--- config.mk ---
export PLATFORM = sky130hd
export DESIGN_NAME = dz_decode_flat
export DESIGN_NICKNAME = d
export VERILOG_FILES = /design/src/rtl/dz_decode_if.sv /design/src/rtl/dz_decode.sv /design/src/flat_wrapper.sv
export SDC_FILE = /design/constraint.sdc
export NUM_CORES = 1
export LEC_CHECK = 0
export BUFFER_PORTS_ARGS = -buffer_cell sky130_fd_sc_hd__buf_2
export CORE_ASPECT_RATIO = 0.7
export CORE_MARGIN = 1.5
export CORE_UTILIZATION = 55
export CTS_BUF_LIST = sky130_fd_sc_hd__clkbuf_4 sky130_fd_sc_hd__clkbuf_8 sky130_fd_sc_hd__clkbuf_16
export DETAILED_ROUTE_END_ITERATION = 12
export PLACE_DENSITY = 0.72
export SLEW_MARGIN = 20
export SYNTH_ARGS = -nofsm -noshare
export SYNTH_HDL_FRONTEND = slang
export SYNTH_SLANG_ARGS = --single-unit
export TNS_END_PERCENT = 50
--- constraint.sdc ---
create_clock -name clk -period 6.55 [get_ports clk]
set_input_delay 1.31 -clock clk [delete_from_list [all_inputs] [get_ports clk]]
set_output_delay 1.31 -clock clk [all_outputs]
set_load 0.1 [all_outputs]
--- src/rtl/dz_decode_if.sv ---
// Scan-side and result-side signals of the dot-matrix digit decoder.
// The decoder is the slave; the scan driver / result consumer is the master.
interface dz_decode_if;
    logic [7:0] row;
    logic [7:0] colr;
    logic [7:0] colg;
    logic [2:0] num;
    logic [1:0] color;
    logic       match;
    logic       frame_valid;
    logic       seq_err;

    modport master (
        output row, colr, colg,
        input  num, color, match, frame_valid, seq_err
    );

    modport slave (
        input  row, colr, colg,
        output num, color, match, frame_valid, seq_err
    );
endinterface

--- src/rtl/dz_decode.sv ---
// Captures a scanned 8x8 red/green matrix and decodes it against
// the digit glyph table, reporting digit, colour and scan-order errors.
module dz_decode (
    input  logic   clk,
    input  logic   rst,
    dz_decode_if.slave bus
);
    typedef enum logic [1:0] {IDLE, CAPTURE, COMPARE} state_t;

    state_t      state, nstate;
    logic [7:0]  row_q, colr_q, colg_q;
    logic [63:0] red_p, grn_p;
    logic [63:0] snap_r, snap_g;
    logic [2:0]  exp_q, exp_d;
    logic [7:0]  low;
    logic [2:0]  idx;
    logic        blank, onehot;
    logic        wr, err, snap;
    logic        pend, err_hold, err_any;
    logic [2:0]  num_q;
    logic [1:0]  color_q;
    logic        match_q, fv_q, serr_q;
    logic [63:0] lit;
    logic        any_r, any_g;
    logic [2:0]  dec_num;
    logic [1:0]  dec_col;
    logic        dec_match;

    // Glyph rows packed row 7 in the top byte, row 0 (always blank) at the bottom.
    function automatic logic [63:0] glyph(input logic [2:0] d);
        unique case (d)
            3'd0:    glyph = 64'h3C66_6666_6666_3C00;
            3'd1:    glyph = 64'h3C18_1818_1838_1800;
            3'd2:    glyph = 64'h3C66_300C_0666_3C00;
            3'd3:    glyph = 64'h3C66_061C_0666_3C00;
            3'd4:    glyph = 64'h0C0C_7E4C_2C1C_0C00;
            3'd5:    glyph = 64'h3C66_0606_7C60_7E00;
            default: glyph = 64'h0;
        endcase
    endfunction

    function automatic logic [1:0] gcol(input logic [2:0] d);
        unique case (d)
            3'd0, 3'd1: gcol = 2'd2;
            3'd2, 3'd3: gcol = 2'd3;
            3'd4, 3'd5: gcol = 2'd1;
            default:    gcol = 2'd0;
        endcase
    endfunction

    // Single input register stage; everything downstream uses these copies.
    always_ff @(posedge clk or negedge rst) begin
        if (!rst) begin
            row_q  <= 8'hFF;
            colr_q <= 8'h00;
            colg_q <= 8'h00;
        end else begin
            row_q  <= bus.row;
            colr_q <= bus.colr;
            colg_q <= bus.colg;
        end
    end

    // Classify the registered row: blank, legal one-cold index, or illegal.
    always_comb begin
        low    = ~row_q;
        blank  = (row_q == 8'hFF);
        onehot = (low != 8'h00) && ((low & (low - 8'd1)) == 8'h00);
        idx    = 3'd0;
        for (int i = 0; i < 8; i++) begin
            if (low[i]) idx = 3'(i);
        end
    end

    // Scan-order tracking; COMPARE also consumes its sample as expected row 0.
    always_comb begin
        nstate = state;
        exp_d  = exp_q;
        wr     = 1'b0;
        err    = 1'b0;
        snap   = 1'b0;
        unique case (state)
            IDLE: begin
                if (onehot && idx == 3'd0) begin
                    nstate = CAPTURE;
                    exp_d  = 3'd0;
                    wr     = 1'b1;
                end
            end
            default: begin
                if (state == COMPARE) nstate = CAPTURE;
                if (blank) begin
                    nstate = CAPTURE;
                end else if (!onehot) begin
                    err    = 1'b1;
                    nstate = IDLE;
                end else if (idx == exp_q) begin
                    wr = 1'b1;
                end else if (exp_q != 3'd7 && idx == exp_q + 3'd1) begin
                    exp_d = exp_q + 3'd1;
                    wr    = 1'b1;
                end else if (exp_q == 3'd7 && idx == 3'd0) begin
                    nstate = COMPARE;
                    exp_d  = 3'd0;
                    wr     = 1'b1;
                    snap   = 1'b1;
                end else begin
                    err    = 1'b1;
                    nstate = IDLE;
                end
            end
        endcase
    end

    // State, expected row, colour planes and the completed-frame snapshot.
    always_ff @(posedge clk or negedge rst) begin
        if (!rst) begin
            state  <= IDLE;
            exp_q  <= 3'd0;
            red_p  <= 64'h0;
            grn_p  <= 64'h0;
            snap_r <= 64'h0;
            snap_g <= 64'h0;
        end else begin
            state <= nstate;
            exp_q <= exp_d;
            if (snap) begin
                snap_r <= red_p;
                snap_g <= grn_p;
            end
            if (wr) begin
                red_p[{idx, 3'b000} +: 8] <= colr_q;
                grn_p[{idx, 3'b000} +: 8] <= colg_q;
            end
        end
    end

    // Colour classification and glyph lookup on the snapshot frame.
    always_comb begin
        lit       = snap_r | snap_g;
        any_r     = |snap_r;
        any_g     = |snap_g;
        dec_num   = 3'd0;
        dec_match = 1'b0;
        if (!any_r && !any_g)   dec_col = 2'd0;
        else if (snap_r == snap_g) dec_col = 2'd3;
        else if (!any_g)        dec_col = 2'd1;
        else if (!any_r)        dec_col = 2'd2;
        else                    dec_col = 2'd0;
        for (int d = 0; d < 6; d++) begin
            if (lit == glyph(3'(d)) && dec_col == gcol(3'(d))) begin
                dec_match = 1'b1;
                dec_num   = 3'(d);
            end
        end
    end

    // Result registers; a seq_err colliding with frame_valid slips one cycle.
    always_ff @(posedge clk or negedge rst) begin
        if (!rst) begin
            pend     <= 1'b0;
            err_hold <= 1'b0;
            num_q    <= 3'd0;
            color_q  <= 2'd0;
            match_q  <= 1'b0;
            fv_q     <= 1'b0;
            serr_q   <= 1'b0;
        end else begin
            pend     <= (state == COMPARE);
            fv_q     <= pend;
            serr_q   <= err_any & ~pend;
            err_hold <= err_any & pend;
            if (pend) begin
                num_q   <= dec_num;
                color_q <= dec_col;
                match_q <= dec_match;
            end
        end
    end

    assign err_any         = err | err_hold;
    assign bus.num         = num_q;
    assign bus.color       = color_q;
    assign bus.match       = match_q;
    assign bus.frame_valid = fv_q;
    assign bus.seq_err     = serr_q;
endmodule

--- src/flat_wrapper.sv ---
// flat-port wrapper written by rule: the top's interface ports become plain ports
module dz_decode_flat 
  (clk, rst, bus_row, bus_colr, bus_colg, bus_num, bus_color, bus_match, bus_frame_valid, bus_seq_err);
  dz_decode_if bus_i ();
  input  logic clk;
  input  logic rst;
  input wire logic [$bits(bus_i.row)-1:0] bus_row;
  input wire logic [$bits(bus_i.colr)-1:0] bus_colr;
  input wire logic [$bits(bus_i.colg)-1:0] bus_colg;
  output wire logic [$bits(bus_i.num)-1:0] bus_num;
  output wire logic [$bits(bus_i.color)-1:0] bus_color;
  output wire logic [$bits(bus_i.match)-1:0] bus_match;
  output wire logic [$bits(bus_i.frame_valid)-1:0] bus_frame_valid;
  output wire logic [$bits(bus_i.seq_err)-1:0] bus_seq_err;
  assign bus_i.row = bus_row;
  assign bus_i.colr = bus_colr;
  assign bus_i.colg = bus_colg;
  assign bus_num = bus_i.num;
  assign bus_color = bus_i.color;
  assign bus_match = bus_i.match;
  assign bus_frame_valid = bus_i.frame_valid;
  assign bus_seq_err = bus_i.seq_err;
  dz_decode u_core (.clk(clk), .rst(rst), .bus(bus_i));
endmodule
==> run summary <==
Status: complete, no violations
ANT nets after route: 0
WP data arrival: 4.00 ns
Worst setup EP type: flop
Routed WL: 30700 um
Port Buf Inserts: 33
Power density over the cells: 241 nW/um2
CTS Buf Count: 28
Largest net degree at the start of global routing: 140
Row count: 47
Postcts setup bufs: 0
Gr usage total: 0.257
WS Path Type: flop to flop
Maximum vdd ir drop: 0.205 mV
Required time worst endpoint: 6.97 ns
Final nets: 1152
Post-CTS sizing: 0
CTS Hold Bufs: 0
Routability Congestion: 0.936
Max Buffers Root-to-Sink: 3
Seq/Total Area, Yosys: 0.560
Leak: 0.00733 uW
Setup_tns: 0 ns
Synth Instances: 1013
Distinct cells, synth: 50
CP max stage delay: 0.94 ns
Area Growth Syn to Fin: 11.3%
Vias per inst: 5.71
Starting DRT DRC Count: 603
Syn_nets: 1107
Post-place setup slack: 2.98 ns
Hold Fails Final Rpt: 0
# Max-Cap Violations: 0
First-pass GRT wire length: 48400 um
#FFs+latches synth: 295
RSZ-0062 raised after global routing: false
Via count: 7975
Clk Tree Root Cell: clkbuf_16
Initial antenna violation count: 0
H-Tree Depth: 1
CP Max Fanout: 16
Die height: 133 um
Share of post-route cells with drive strength above 1: 0.338
Actual slew at the worst max-slew pin: 1.10 ns
Most common cell on crit path: ha_1
Fin crit share: 0.546
Clk Latency, worst-skew pair: 0.55 ns
Layout Skew: 0.0190 ns
First-pass detailed-route iteration total: 5
I/O Pins: 34
Final min period: 3.58 ns
CP max stage cell: and3_1
Clock slew at reported path FFs: 0.06 ns
CP Launch Type: flop
Fin. max-slew vios: 0
Tightest Hold Check Type: flop to flop
Relative slew slack: 0.270
Wire per inst: 22.0 um
Clock sinks: 295
Total power: 3540 uW
DRC: 0
CORE AREA: 23600 um2
Synth Area per Inst: 13.0 um2
Die Span X: 188 um
Overflow after GRT: 0
Post-DP HPWL: 22500 um
# diodes: 0
Most common cell after layout, fill and taps aside: dfrtp_1
Synth Cell Area: 13200 um2
Most frequent cells in the layout: dfrtp_1 (287), mux2_2 (246), inv_1 (141)
Fin worst setup slack: 2.97 ns
Setup violations, final: 0
CP Cell Sequence: nand2b_1 -> a21oi_1 -> o22a_1 -> inv_1 -> ha_1 -> ha_1 -> nor4_1 -> and3_1 -> mux2_2
Vias in the first global route: 8191
Die ar.: 25000 um2
Initial core utilization: 0.560
Yosys warns: 0
TritonCTS clock tree: yes
Achievable frequency: 279 MHz
==> report_power, final <==
| group | internal [uW] | total, uW | switching [uW] |
|---|---|---|---|
| clock | 947 | 1630 | 679 |
| combinational | 14.9 | 59.8 | 44.9 |
| sequential | 1830 | 1860 | 23.2 |
| total | 2790 | 3540 | 747 |
==> cell usage after synthesis (all sizes together) <==
cell type | instances | share of area
a211oi | 1 | 0.00057
a21oi | 5 | 0.0019
a22o | 2 | 0.0013
a22oi | 2 | 0.0011
a31oi | 3 | 0.0026
a32oi | 1 | 0.00066
a41o | 1 | 0.00076
and2 | 1 | 0.00047
and3 | 3 | 0.0014
and4 | 5 | 0.0033
buf | 8 | 0.0032
clkbuf | 19 | 0.0054
dfrtp | 287 | 0.54
dfstp | 8 | 0.016
ha | 68 | 0.064
inv | 141 | 0.040
maj3 | 1 | 0.00076
mux2 | 257 | 0.22
nand2 | 23 | 0.0067
nand2b | 1 | 0.00047
nand3 | 8 | 0.0030
nand3b | 2 | 0.0011
nand4 | 30 | 0.014
nand4b | 2 | 0.0013
nor2 | 26 | 0.0074
nor2b | 7 | 0.0033
nor3 | 5 | 0.0019
nor3b | 4 | 0.0023
nor4 | 58 | 0.027
nor4b | 6 | 0.0040
nor4bb | 3 | 0.0023
o211a | 2 | 0.0015
o211ai | 1 | 0.00057
o21a | 1 | 0.00057
o21ai | 7 | 0.0029
o21bai | 1 | 0.00057
o22a | 1 | 0.00066
o22ai | 1 | 0.00047
or2 | 1 | 0.00047
or3 | 1 | 0.00047
or4b | 3 | 0.0023
xnor2 | 5 | 0.0033
xor2 | 1 | 0.00066
==> kinds of logic (layout without fill, tap and decap cells) <==
| family | after synthesis | in the layout | share of synthesized area |
|---|---|---|---|
| adder cells (fa/ha/maj) | 69 | 69 | 0.0652 |
| AND/OR/NAND/NOR | 189 | 189 | 0.0839 |
| flip-flops | 295 | 295 | 0.560 |
| buffers and inverters | 168 | 234 | 0.0487 |
| multiplexers | 257 | 257 | 0.222 |
| XOR/XNOR | 6 | 6 | 0.00398 |
| AO/OA/AOI/OAI | 29 | 29 | 0.0162 |
==> registers in the layout (all words and copies together) (netlist names), 2 cells and up <==
name and flops:
u_core.snap_r 64, u_core.exp_q 3, u_core.row_q 8, u_core.colr_q 8, u_core.grn_p 64, u_core.bus.color 2, u_core.bus.num 3, u_core.colg_q 8
u_core.red_p 64, u_core.snap_g 64, u_core.state 2
==> cell type report <==
cell class                 instances  area (um2)
inverter                         141         529
timing repair buffer              42         255
clock buffer                      44         865
sequential                       295        7390
tap                              318         398
clock inverter                     7        77.6
multi-input combinational        550        5180
fill                            1831        8890
==> metrics by stage <==
stage / cell area (um2) / util / hold WS (ns) / instances
after detailed placement: 13800 / 0.583 / 0.482 / 1346
after CTS: 14700 / 0.623 / 0.491 / 1397
final: 14700 / 0.623 / 0.489 / 1397
after global routing: 14700 / 0.623 / 0.499 / 1397
after floorplan: 13200 / - / 0.352 / 1013
after global placement: 13800 / 0.583 / 0.474 / 1346
==> layer usage <==
metal  vias up  track usage  share of wire  wire length (um)
li1       3652            -              -                 -
met5         -            0              0                 0
met1      4095        0.409           0.51             15700
met2       194        0.373           0.42             12900
met3        34       0.0408          0.055              1680
met4         0       0.0449          0.015               471
==> worst max-delay path: cells and delay by family (launching register included) <==
| kind | cells | cell delay (ns) |
|---|---|---|
| adder cells (fa/ha/maj) | 2 | 0.46 |
| AO/OA/AOI/OAI | 2 | 0.53 |
| flip-flops | 1 | 0.57 |
| buffers and inverters | 1 | 0.10 |
| AND/OR/NAND/NOR | 3 | 1.36 |
| multiplexers | 1 | 0.42 |
==> path summary, 6_finish.rpt <==
path	depth (start not counted)	endpoint	startpoint	slack, ns
worst min-delay path	2	u_core.bus.num[2]	u_core.bus.num[2]	0.49
min in group asynchronous	1	u_core.snap_g[3]	rst	0.79
max in group asynchronous	2	u_core.red_p[56]	rst	4.52
worst min register to register	2	u_core.bus.num[2]	u_core.bus.num[2]	0.49
worst max-delay path	9	u_core.grn_p[51]	u_core.row_q[2]	2.97
worst max register to register	9	u_core.grn_p[51]	u_core.row_q[2]	2.97
Note: power is estimated with default switching activity, not from simulation.
